==> config.mk <==
export PLATFORM = sky130hd
export DESIGN_NAME = lbp_hcu
export DESIGN_NICKNAME = d
export VERILOG_FILES = /design/src/rtl/lbp_hcu.sv
export SDC_FILE = /design/constraint.sdc
export NUM_CORES = 1
export LEC_CHECK = 0
export ABC_AREA = 1
export BUFFER_PORTS_ARGS = -buffer_cell sky130_fd_sc_hd__clkbuf_2
export CAP_MARGIN = 20
export CORE_MARGIN = 3
export CORE_UTILIZATION = 50
export DETAILED_ROUTE_END_ITERATION = 6
export GPL_ROUTABILITY_DRIVEN = 0
export PLACE_DENSITY = 0.69
export SKIP_LAST_GASP = 1
export SYNTH_ARGS = -nofsm -noshare
export SYNTH_HDL_FRONTEND = slang
export SYNTH_SLANG_ARGS = --single-unit
export TNS_END_PERCENT = 5
==> constraint.sdc <==
create_clock -name clk -period 5.54 [get_ports clk]
set_input_delay 1.108 -clock clk [delete_from_list [all_inputs] [get_ports clk]]
set_output_delay 1.108 -clock clk [all_outputs]
set_load 0.005 [all_outputs]
==> src/rtl/lbp_hcu.sv <==
// lbp_hcu: LBP histogram computation unit, bins one grid cell of LBP codes into a 59-bin uniform-LBP histogram.
// Ports: clk/rst (sync active-high); hcu_enable + gridX_i/gridY_i start a cell;
// lbp_addr/lbp_rdata read the LBP RAM (1-cycle latency); hist_addr/hist_wdata/hist_wen write the histogram RAM;
// gridX_o/gridY_o/hcu_finish report the completed cell.
// Optional macro HCU_BORDER_EN: skip codes of pixels on the image border.
module lbp_hcu #(
  parameter int IMG_W  = 64,
  parameter int GRID_N = 8,
  parameter int BINS   = 59
) (
  input  logic        clk,
  input  logic        rst,
  input  logic        hcu_enable,
  input  logic [3:0]  gridX_i,
  input  logic [3:0]  gridY_i,
  output logic [11:0] lbp_addr,
  input  logic [7:0]  lbp_rdata,
  output logic [11:0] hist_addr,
  output logic [6:0]  hist_wdata,
  output logic        hist_wen,
  output logic [3:0]  gridX_o,
  output logic [3:0]  gridY_o,
  output logic        hcu_finish
);
  localparam int CELL = IMG_W / GRID_N;
  localparam int NPIX = CELL * CELL;
  typedef logic [255:0][5:0] lut_t;
  // Uniform codes take consecutive bins in ascending code order; everything else lands in the last bin.
  function automatic lut_t build_lut();
    lut_t l;
    logic [7:0] v, x;
    int n, k;
    k = 0;
    for (int i = 0; i < 256; i++) begin
      v = 8'(i);
      x = v ^ {v[0], v[7:1]};
      n = 0;
      for (int j = 0; j < 8; j++) n += int'(x[j]);
      l[8'(i)] = (n <= 2) ? 6'(k) : 6'(BINS - 1);
      k += (n <= 2) ? 1 : 0;
    end
    return l;
  endfunction
  localparam lut_t LUT = build_lut();
  typedef enum logic [2:0] {IDLE, CLEAR, READ, DRAIN, WRITE, DONE} state_t;
  state_t      r_state, w_next;
  logic [3:0]  r_gx, r_gy, r_gx_o, r_gy_o;
  logic [6:0]  r_cnt;
  logic [11:0] r_lbp_addr, r_hist_addr;
  logic [11:0] w_row, w_col, w_lbp_addr, w_hist_addr;
  logic        r_vld, r_brd, w_brd;
  logic [5:0]  w_bin;
  logic [6:0]  r_bin [BINS];
  assign w_row       = 12'(int'(r_gy) * CELL + int'(r_cnt) / CELL);
  assign w_col       = 12'(int'(r_gx) * CELL + int'(r_cnt) % CELL);
  assign w_lbp_addr  = 12'(int'(w_row) * IMG_W + int'(w_col));
  assign w_hist_addr = 12'((int'(r_gy) * GRID_N + int'(r_gx)) * BINS + int'(r_cnt));
  assign w_bin       = LUT[lbp_rdata];
`ifdef HCU_BORDER_EN
  assign w_brd = (w_row == '0) || (w_row == 12'(IMG_W - 1)) || (w_col == '0) || (w_col == 12'(IMG_W - 1));
`else
  assign w_brd = 1'b0;
`endif
  always_comb begin
    w_next = r_state;
    case (r_state)
      IDLE:    if (hcu_enable) w_next = (gridX_i >= 4'(GRID_N) || gridY_i >= 4'(GRID_N)) ? DONE : CLEAR;
      CLEAR:   w_next = READ;
      READ:    w_next = (r_cnt == 7'(NPIX - 1)) ? DRAIN : READ;
      DRAIN:   w_next = WRITE;
      WRITE:   w_next = (r_cnt == 7'(BINS - 1)) ? DONE : WRITE;
      default: w_next = IDLE;
    endcase
  end
  assign hist_wen   = r_state == WRITE;
  assign hcu_finish = r_state == DONE;
  assign lbp_addr   = (r_state == READ) ? w_lbp_addr : r_lbp_addr;
  assign hist_addr  = hist_wen ? w_hist_addr : r_hist_addr;
  assign hist_wdata = hist_wen ? r_bin[r_cnt[5:0]] : '0;
  assign gridX_o    = hcu_finish ? r_gx : r_gx_o;
  assign gridY_o    = hcu_finish ? r_gy : r_gy_o;
  always_ff @(posedge clk) begin
    if (rst) begin
      r_state     <= IDLE;
      r_gx        <= '0;
      r_gy        <= '0;
      r_gx_o      <= '0;
      r_gy_o      <= '0;
      r_cnt       <= '0;
      r_vld       <= 1'b0;
      r_brd       <= 1'b0;
      r_lbp_addr  <= '0;
      r_hist_addr <= '0;
    end else begin
      r_state <= w_next;
      if (r_state == IDLE && hcu_enable) begin
        r_gx <= gridX_i;
        r_gy <= gridY_i;
      end
      r_cnt <= ((r_state == READ && w_next == READ) || (r_state == WRITE && w_next == WRITE)) ? r_cnt + 7'd1 : '0;
      // Read data returns one cycle after its address, so qualifiers are delayed to match.
      r_vld <= r_state == READ;
      r_brd <= w_brd;
      if (r_state == READ) r_lbp_addr <= w_lbp_addr;
      if (hist_wen) r_hist_addr <= w_hist_addr;
      if (hcu_finish) begin
        r_gx_o <= r_gx;
        r_gy_o <= r_gy;
      end
    end
  end
  always_ff @(posedge clk)
    for (int b = 0; b < BINS; b++)
      if (rst || r_state == CLEAR) r_bin[b] <= '0;
      else if (r_vld && !r_brd && w_bin == 6'(b)) r_bin[b] <= r_bin[b] + 7'd1;
endmodule
==> results_dict.tcl, run 1 <==
set metrics [dict create \
    synth-edff-count 413 \
    arrival_ns 4.61 \
    core_area_sq_um 50400 \
    avgRoutedWirePerCell_um 16.5 \
    min_period_ns 5.72 \
    end_kind "output port" \
    drive_above_1_share_pct 11.0 \
    place_area_sq_um 27100 \
    die_h_um 232 \
    skew_ns 0.0127 \
    fp.dieW_um 232 \
    dr.pass1.iters 5 \
    reg2regPathDepth 21 \
    grt_pass1_vias 19100 \
    cp.required_ns 4.43 \
    ctsHoldBuffers 0 \
    grt.total_usage_pct 22.3 \
    avgSynthCellArea_sq_um 9.32 \
    grt_pass1_wl_mm 96.9 \
    final_util_pct 57.8 \
    worstHoldPathCells 2 \
    initial_core_util_pct 50.8 \
    ys_ff_latch 464 \
    portBuffers 58 \
    fin_setup_tns_ns -0.914 \
    post-dp-hpwl_mm 41.1 \
    antennaDiodeCount 0 \
    cts_buffers 50 \
    cts_tree "built" \
    rr_endpoint "r_hist_addr[10]" \
    hp-class "reg2reg" \
    rows 82 \
    yosysSeqAreaShare_pct 52.5 \
    rr_startpoint "r_gy[0]" \
    final_nets 3066 \
    fin_ws_ns -0.180 \
    final_hold_viol_count 0 \
    layout_common_cells "nor2_1, edfxtp_1, nand2_1" \
    clk_latency_ns 0.59 \
    crit_fanout 3 \
    final.period_utilization_pct 103 \
    grt_max_degree 192 \
    peakVddDrop_uv 217 \
    fillers 4316 \
    maxCapViolations 0 \
    cts_htree_levels 2 \
    grt_remaining_overflow 0 \
    violations "negative setup slack" \
    whs_endpoint "r_hist_addr[5]" \
    max_freq_mhz 175 \
    rrSetupSlack_ns 1.40 \
    clk_pin_slew_ns 0.07 \
    drtAntennaViolNets 0 \
    cts_sinks 464 \
    setup_viol 7 \
    ys.warnings.count 0 \
    synthDistinctLibCells 45 \
    min_from "r_hist_addr[5]" \
    synth_ff_type "edfxtp_1" \
    layout_commonest_cell "nor2_1" \
    drt_iter0_drc 1574 \
    viasPerCell 5.31 \
    outcome "finished with violations" \
    drv_slew 0 \
    fin_area_sq_um 29100 \
    critPathKind "reg2out" \
    p_total_mw 9.34 \
    power_density_nw_per_um2 320 \
    antenna_found_initial 0 \
    area_growth_pct 14.0 \
    rsz0062_at_grt "yes" \
    p_leak_nw 11.7 \
    clockBufferDepth 3 \
    drc 0 \
    die_area_sq_um 53900 \
    cts_root_buf "clkbuf_16" \
    tightest_slew_ns 1.08 \
    startpoint_type "flop" \
    syn_inst 2744 \
    netlist_area_sq_um 25600 \
    slew_headroom_pct 28.3 \
    totalWireLength_mm 60.3 \
    hold_ws_ns 0.479 \
    async_flop_share_pct 0 \
    io_pins 60 \
    dr_total_vias 19400 \
]
==> critical path: stages (launching register included) <==
cell and delay (ns):
dfxtp_2 0.34, ha_4 0.17, ha_4 0.17, xor2_4 0.15, ha_1 0.29, inv_1 0.05, fa_1 0.50, inv_1 0.05
fa_1 0.47, inv_1 0.05, fa_1 0.48, inv_2 0.05, ha_4 0.22, buf_6 0.13, a21oi_4 0.16, nand3_2 0.13
nand2_1 0.10, nand2_1 0.05, nand2_1 0.06, nand3_1 0.09, o21ai_1 0.14, inv_1 0.06, clkbuf_2 0.11
==> logic make-up (layout without fill, tap and decap cells) <==
kind of cell / count (synthesis) / in the layout / synth area share [%]
AOI/OAI and AO/OA: 322 / 322 / 6.93
other: 1 / 168 / 0.0147
adders and majority gates: 100 / 100 / 5.48
and+or+nand+nor: 1315 / 1315 / 23.1
DFF: 464 / 464 / 52.5
buffers and inverters: 350 / 426 / 5.37
xor gates and xnor gates: 192 / 192 / 6.58
==> power breakdown <==
| group | internal [mW] | switching [mW] | total (mW) |
|---|---|---|---|
| combinational | 0.682 | 1.12 | 1.80 |
| sequential | 4.09 | 0.155 | 4.25 |
| clock | 1.88 | 1.41 | 3.29 |
==> Yosys cell counts, types with 5 or more instances <==
library cell	number	area [sq um]
a211oi_1	8	60.1
a21oi_1	76	380
buf_1	15	56.3
buf_2	24	120
clkbuf_1	75	282
dfxtp_1	51	1020
edfxtp_1	413	12400
fa_1	20	400
ha_1	80	1000
inv_1	223	837
inv_2	5	18.8
nand2_1	377	1420
nand2_2	9	56.3
nand3_1	270	1350
nand3_2	29	290
nand3_4	10	175
nand3b_1	15	113
nor2_1	525	1970
nor2_2	9	56.3
nor2_4	10	113
nor3_1	27	135
o211ai_1	43	323
o21ai_0	175	876
o21ai_1	5	25.0
o22ai_1	8	50.1
or2_2	24	150
xnor2_1	66	578
xor2_1	126	1100
==> how the worst max path moves through the flow <==
stage	start	to	slack, ns	cells past startpoint
2_1_floorplan	r_gx[3]	hist_addr[6]	0.14	21
3_3_place_gp	r_gy[0]	hist_addr[6]	0.11	22
3_5_place_dp	r_gy[0]	hist_addr[6]	0.08	22
4_1_cts	r_gy[0]	hist_addr[11]	-0.11	19
5_1_grt	r_gy[0]	hist_addr[6]	-0.37	22
6_report	r_gy[0]	hist_addr[8]	-0.18	22
==> per-layer routing <==
layer,up-vias,wire length (um),global-route usage (%),part of all wire [%]
li1,9465,-,-,-
met1,9247,26000,30.2,43
met2,584,28900,37.1,48
met3,121,3450,2.70,5.7
met4,0,1950,8.11,3.2
met5,-,0,0,0
==> area by class of cell <==
| cell class | count | area, sq um | area share, % |
|---|---|---|---|
| inverter | 232 | 877 | 3.01 |
| sequential | 464 | 13400 | 46.1 |
| timing repair buffer | 102 | 657 | 2.25 |
| multi-input combinational | 2097 | 11700 | 40.3 |
| clock inverter | 32 | 292 | 1.00 |
| tap | 672 | 841 | 2.89 |
| clock buffer | 60 | 1310 | 4.49 |
==> stage by stage <==
stage	instances	worst slack (ns)
global route	3659	-0.371
detailed placement	3551	0.0809
global placement	3550	0.110
CTS	3656	-0.110
finish	3659	-0.180
floorplan	2911	0.136
==> sequential cells by signal, summed over array words and instances (netlist names) <==
name / cells
r_gy: 4
r_vld: 1
r_gy_o: 4
r_bin: 413
r_gx_o: 4
r_state: 3
r_hist_addr: 12
r_gx: 4
r_cnt: 7
r_lbp_addr: 12
==> what timing repair did <==
action                                  CTS  global route
buffers inserted                         14             1
gates cloned                              0             0
gates resized for setup                  58            13
endpoints found under the setup margin    7             7
pin swaps                                29             6
(Power assumes the default switching activity.)
==> run 2, diff against run 1 <==
Settings changed: CAP_MARGIN 20 to 40, SKIP_LAST_GASP 1 to default, TNS_END_PERCENT 5 to 100.
==> run 2 against run 1 <==
- the flow still finishes with violations (negative setup slack)
- core utilization down 0.12 points
- count of clock-buffer cells in the layout unchanged
- first-iteration DRC count up 1.1%
- die area unchanged
- highest routed layer unchanged
==> results_dict.tcl, run 2 (synthesis results as in run 1) <==
set metrics [dict create \
    outcome "finished with violations" \
    violations "negative setup slack" \
    largest-register "r_bin" \
    hp-class "reg2reg" \
    rr_startpoint "r_gy[0]" \
    crit_fanout 4 \
    setup_viol 6 \
    cts_sinks 464 \
    io_pins 60 \
    core_area_sq_um 50400 \
    die_h_um 232 \
    critPathTopFamily "adder cells" \
    layout_common_cells "nor2_1, edfxtp_1, nand2_1" \
    dr.pass1.iters 5 \
    largest_register_ffs 413 \
    cp.required_ns 4.43 \
    startpoint_type "flop" \
    final_nets 3066 \
    viasPerCell 5.30 \
    grt_max_degree 192 \
    final_util_pct 57.7 \
    fp.dieW_um 232 \
    rsz0062_at_grt "yes" \
    portBuffers 58 \
    end_kind "output port" \
    drc 0 \
    cp_cell_sequence "ha_4 > ha_4 > xor2_2 > buf_4 > ha_4 > fa_1 > fa_1 > inv_1 > fa_1 > inv_2 > ha_4 > nand2_2 > nor2_2 > nand3_2 > nand3_1 > nand2_1 > nand2_2 > o21ai_2 > inv_1 > clkbuf_2" \
    grt_pass1_wl_mm 96.7 \
    grt_remaining_overflow 0 \
    dr_total_vias 19400 \
    avgRoutedWirePerCell_um 16.4 \
    skew_ns 0.0177 \
    slew_headroom_pct 42.3 \
    die_area_sq_um 53900 \
    drt_iter0_drc 1592 \
    min_period_ns 5.73 \
    totalWireLength_mm 59.8 \
    hold_ws_ns 0.477 \
    final.period_utilization_pct 103 \
    maxCapViolations 0 \
    final_hold_viol_count 0 \
    post-dp-hpwl_mm 41.5 \
    cts_htree_levels 2 \
    initial_core_util_pct 50.8 \
    antennaDiodeCount 0 \
    drtAntennaViolNets 0 \
    reg.largest.list "r_bin (413), r_hist_addr (12), r_lbp_addr (12)" \
    rrSetupSlack_ns 1.52 \
    clockBufferDepth 3 \
    drv_slew 0 \
    antenna_found_initial 0 \
    rows 82 \
    p_total_mw 9.11 \
    max_stage_delay_ns 0.52 \
    cpMaxStageDelayCell "fa_1" \
    cp_num_buf_inv 5 \
    clk_pin_slew_ns 0.06 \
    drive_above_1_share_pct 11.1 \
    power_density_nw_per_um2 313 \
    layout_commonest_cell "nor2_1" \
    fin_ws_ns -0.193 \
    grt.total_usage_pct 22.2 \
    cts_tree "built" \
    grt_pass1_vias 19200 \
    tightest_slew_ns 0.865 \
    critPathKind "reg2out" \
    cts_buffers 51 \
    min_from "r_lbp_addr[11]" \
    ctsHoldBuffers 0 \
    arrival_ns 4.62 \
    rr_endpoint "r_hist_addr[10]" \
    worstHoldPathCells 2 \
    max_freq_mhz 174 \
    clk_latency_ns 0.59 \
    whs_endpoint "r_lbp_addr[11]" \
    area_growth_pct 13.7 \
    reg2regPathDepth 19 \
    cts_root_buf "clkbuf_16" \
    peakVddDrop_uv 216 \
    crit_path_frequent_cell "ha_4" \
    p_leak_nw 11.7 \
]
run 2: area by class of cell:
class | instances | area [sq um]
Timing Repair Buffer | 101 | 686
Clock buffer | 60 | 1320
Multi-Input combinational cell | 2097 | 11700
Tap cell | 672 | 841
Sequential cell | 464 | 13400
Fill cell | 4383 | 21300
Inverter | 232 | 877
Clock inverter | 33 | 198
run 2: power breakdown:
part	switching, mW	total [mW]	internal [mW]
combinational	1.10	1.75	0.652
clock	1.37	3.11	1.74
sequential	0.153	4.25	4.10
run 2: stage by stage:
stage | area, sq um | cells | setup slack, ns | TNS [ns]
floorplan | 26200 | 2911 | 0.136 | 0
global placement | 27100 | 3550 | 0.110 | 0
detailed placement | 27200 | 3556 | 0.0744 | 0
CTS | 29000 | 3657 | -0.0927 | -0.375
global route | 29100 | 3659 | -0.381 | -1.70
finish | 29100 | 3659 | -0.193 | -0.618
run 2: per-layer routing:
metal	up-vias	wire [um]	track usage (%)	part of all wire (%)
li1	9472	-	-	-
met4	0	1700	7.28	2.8
met3	117	3420	2.93	5.7
met1	9279	26200	30.0	44
met2	537	28500	37.3	48
met5	-	0	0	0
run 2: timing repair:
action | in CTS | in global routing
hold endpoints to repair | 0 | 0
setup buffers | 8 | 2
pin swaps | 34 | 11
resized for setup | 53 | 20
endpoints found under the setup margin | 7 | 7
run 2: worst register-to-register path: cells and delay by family (launching register included):
family / cells / cell delay (ns)
fa+ha+maj: 7 / 2.34
compound gates: 1 / 0.06
buf+inv: 3 / 0.26
simple gates: 7 / 0.80
xor+xnor: 1 / 0.14
flops: 1 / 0.36
run 2: worst max-delay path by stage:
stage	depth (start not counted)	end	from
floorplan	21	hist_addr[6]	r_gx[3]
global placement	22	hist_addr[6]	r_gy[0]
detailed placement	22	hist_addr[6]	r_gy[0]
CTS	21	hist_addr[11]	r_gy[0]
global route	20	hist_addr[10]	r_gy[0]
finish	20	hist_addr[10]	r_gy[0]
==> run 3, diff against run 2 <==
Clock period 5.54 ns to 4.6 ns, I/O delays scaled along.
==> run 3 against run 2 <==
- sequential power rose by 20%
- global-route usage fell by 0.52 points
- critical path depth rose by 2
- core utilization rose by 0.63 points
- the flow still finishes with violations (negative setup slack)
- hold slack got worse by 0.0057 ns
- combinational power rose by 21%
- setup slack got worse by 0.72 ns
- register-to-register slack got worse by 2.3 ns
- via count fell by 0.17%
==> results_dict.tcl, run 3 (synthesis results as in run 1) <==
set metrics [dict create \
    cts_buffers 51 \
    outcome "finished with violations" \
    pwr-share-comb_pct 18.9 \
    power_density_nw_per_um2 380 \
    ctsHoldBuffers 0 \
    maxCapViolations 0 \
    drive_above_1_share_pct 11.8 \
    grt_pass1_wl_mm 94.5 \
    final_nets 3104 \
    viasPerCell 5.24 \
    skew_ns 0.0199 \
    power.share.clock_pct 35.3 \
    end_kind "output port" \
    final_hold_viol_count 0 \
    totalWireLength_mm 58.8 \
    rows 82 \
    top_usage_layer "met2" \
    die_area_sq_um 53900 \
    critPathKind "reg2out" \
    grt_max_degree 115 \
    cp.required_ns 3.68 \
    clockBufferDepth 3 \
    arrival_ns 4.59 \
    gr-usage-met1_pct 29.6 \
    io_pins 60 \
    layout_commonest_cell "nor2_1" \
    portBuffers 58 \
    grt.total_usage_pct 21.7 \
    peakVddDrop_uv 273 \
    multiInputGateArea_sq_um 11700 \
    p_total_mw 11.2 \
    drc 0 \
    post-dp-hpwl_mm 41.9 \
    drt_iter0_drc 1588 \
    core_area_sq_um 50400 \
    regArea_sq_um 13400 \
    avgRoutedWirePerCell_um 15.9 \
    initial_core_util_pct 50.8 \
    layout_common_cells "nor2_1, edfxtp_1, nand2_1" \
    internal-power_mw 8.06 \
    grt_remaining_overflow 0 \
    setup_viol 9 \
    hp-class "reg2reg" \
    rsz0062_at_grt "yes" \
    startpoint_type "flop" \
    p_leak_nw 11.9 \
    cpMaxStageDelayCell "fa_1" \
    drtAntennaViolNets 0 \
    dr_total_vias 19400 \
    largest-register "r_bin" \
    dr.pass1.iters 6 \
    slew_headroom_pct 49.9 \
    min_period_ns 5.51 \
    cts_sinks 464 \
    grt_util_met2_pct 36.3 \
    max_freq_mhz 181 \
    tightest_slew_ns 0.752 \
    fillers 4358 \
    cts_htree_levels 2 \
    hold_ws_ns 0.472 \
    clk_pin_slew_ns 0.06 \
    cp_cell_sequence "ha_4 > ha_4 > xor2_4 > ha_4 > inv_2 > fa_1 > inv_1 > fa_1 > inv_1 > fa_1 > inv_2 > ha_4 > inv_2 > nor3_4 > nand2_1 > nand3_2 > inv_2 > or2_4 > nand3_2 > o21ai_2 > inv_1 > clkbuf_2" \
    cts_root_buf "clkbuf_16" \
    violations "negative setup slack" \
    antennaDiodeCount 0 \
    crit_fanout 4 \
    antenna_found_initial 0 \
    final.period_utilization_pct 120 \
    largest_register_ffs 413 \
    reg.largest.list "r_bin (413), r_hist_addr (12), r_lbp_addr (12)" \
    grtUsageMet3_pct 3.26 \
    area_growth_pct 15.0 \
    max_stage_delay_ns 0.50 \
    drv_slew 0 \
    grt_pass1_vias 18900 \
    cts_tree "built" \
    die_h_um 232 \
    seq_power_share_pct 45.9 \
    clk_latency_ns 0.60 \
    fp.dieW_um 232 \
    fin_ws_ns -0.914 \
    netSwitchingFraction_pct 27.8 \
    switchingPower_mw 3.11 \
]
==> run 3: path summary, 6_finish.rpt <==
path                  start             end  slack [ns]  cells after the start
max                 r_gy[0]    hist_addr[6]       -0.91                     22
min          r_lbp_addr[11]  r_lbp_addr[11]        0.47                      2
max reg2reg         r_gy[0]  r_hist_addr[9]       -0.77                     33
min reg2reg  r_lbp_addr[11]  r_lbp_addr[11]        0.47                      2
==> run 3: layout make-up <==
type | instances | area share [%]
timing repair buffer | 139 | 3.38
clock inverter | 26 | 0.749
multi-input combinational | 2097 | 39.7
sequential | 464 | 45.7
inverter | 232 | 3.00
tap | 672 | 2.86
clock buffer | 68 | 4.66
==> run 3: power by group through the flow <==
| stage | Clock [mW] | Combinational (mW) | Sequential, mW |
|---|---|---|---|
| floorplan | 0 | 1.29 | 5.15 |
| global placement | 0 | 1.85 | 5.19 |
| detailed placement | 0 | 1.91 | 5.21 |
| CTS | 4.00 | 2.01 | 5.12 |
| global route | 4.18 | 2.34 | 5.16 |
| finish | 3.94 | 2.11 | 5.12 |
==> run 3: metal layers <==
layer / vias to the layer above / routed length (um)
li1: 9543 / -
met1: 9222 / 25900
met2: 507 / 28200
met3: 100 / 3440
met4: 0 / 1290
met5: - / 0
==> run 3: timing repair <==
item | CTS | global route
gates cloned | 0 | 0
setup endpoints to repair | 8 | 12
hold endpoints to repair | 0 | 0
setup buffers | 14 | 3
gates resized for setup | 8 | 21
pin swaps | 9 | 17
==> run 3: metrics by stage <==
step / cell area [sq um] / setup WS (ns) / util, % / cells / TNS [ns]
2_1_floorplan: 26300 / -0.0423 / - / 2911 / -0.0548
3_5_place_dp: 27500 / -0.307 / 54.7 / 3588 / -1.65
5_1_grt: 29400 / -1.07 / 58.4 / 3698 / -8.57
6_report: 29400 / -0.914 / 58.4 / 3698 / -6.76
4_1_cts: 29300 / -0.919 / 58.1 / 3695 / -7.07
3_3_place_gp: 27500 / -0.265 / 54.6 / 3586 / -1.24
==> run 3: worst max-delay path, delay by kind of cell, from the launching register on <==
family	cells	cell delay [ns]
AOI/OAI and AO/OA	1	0.09
adders and majority gates	7	2.37
xor gates and xnor gates	1	0.17
DFF	1	0.33
and+or+nand+nor	5	0.59
buffers and inverters	8	0.44
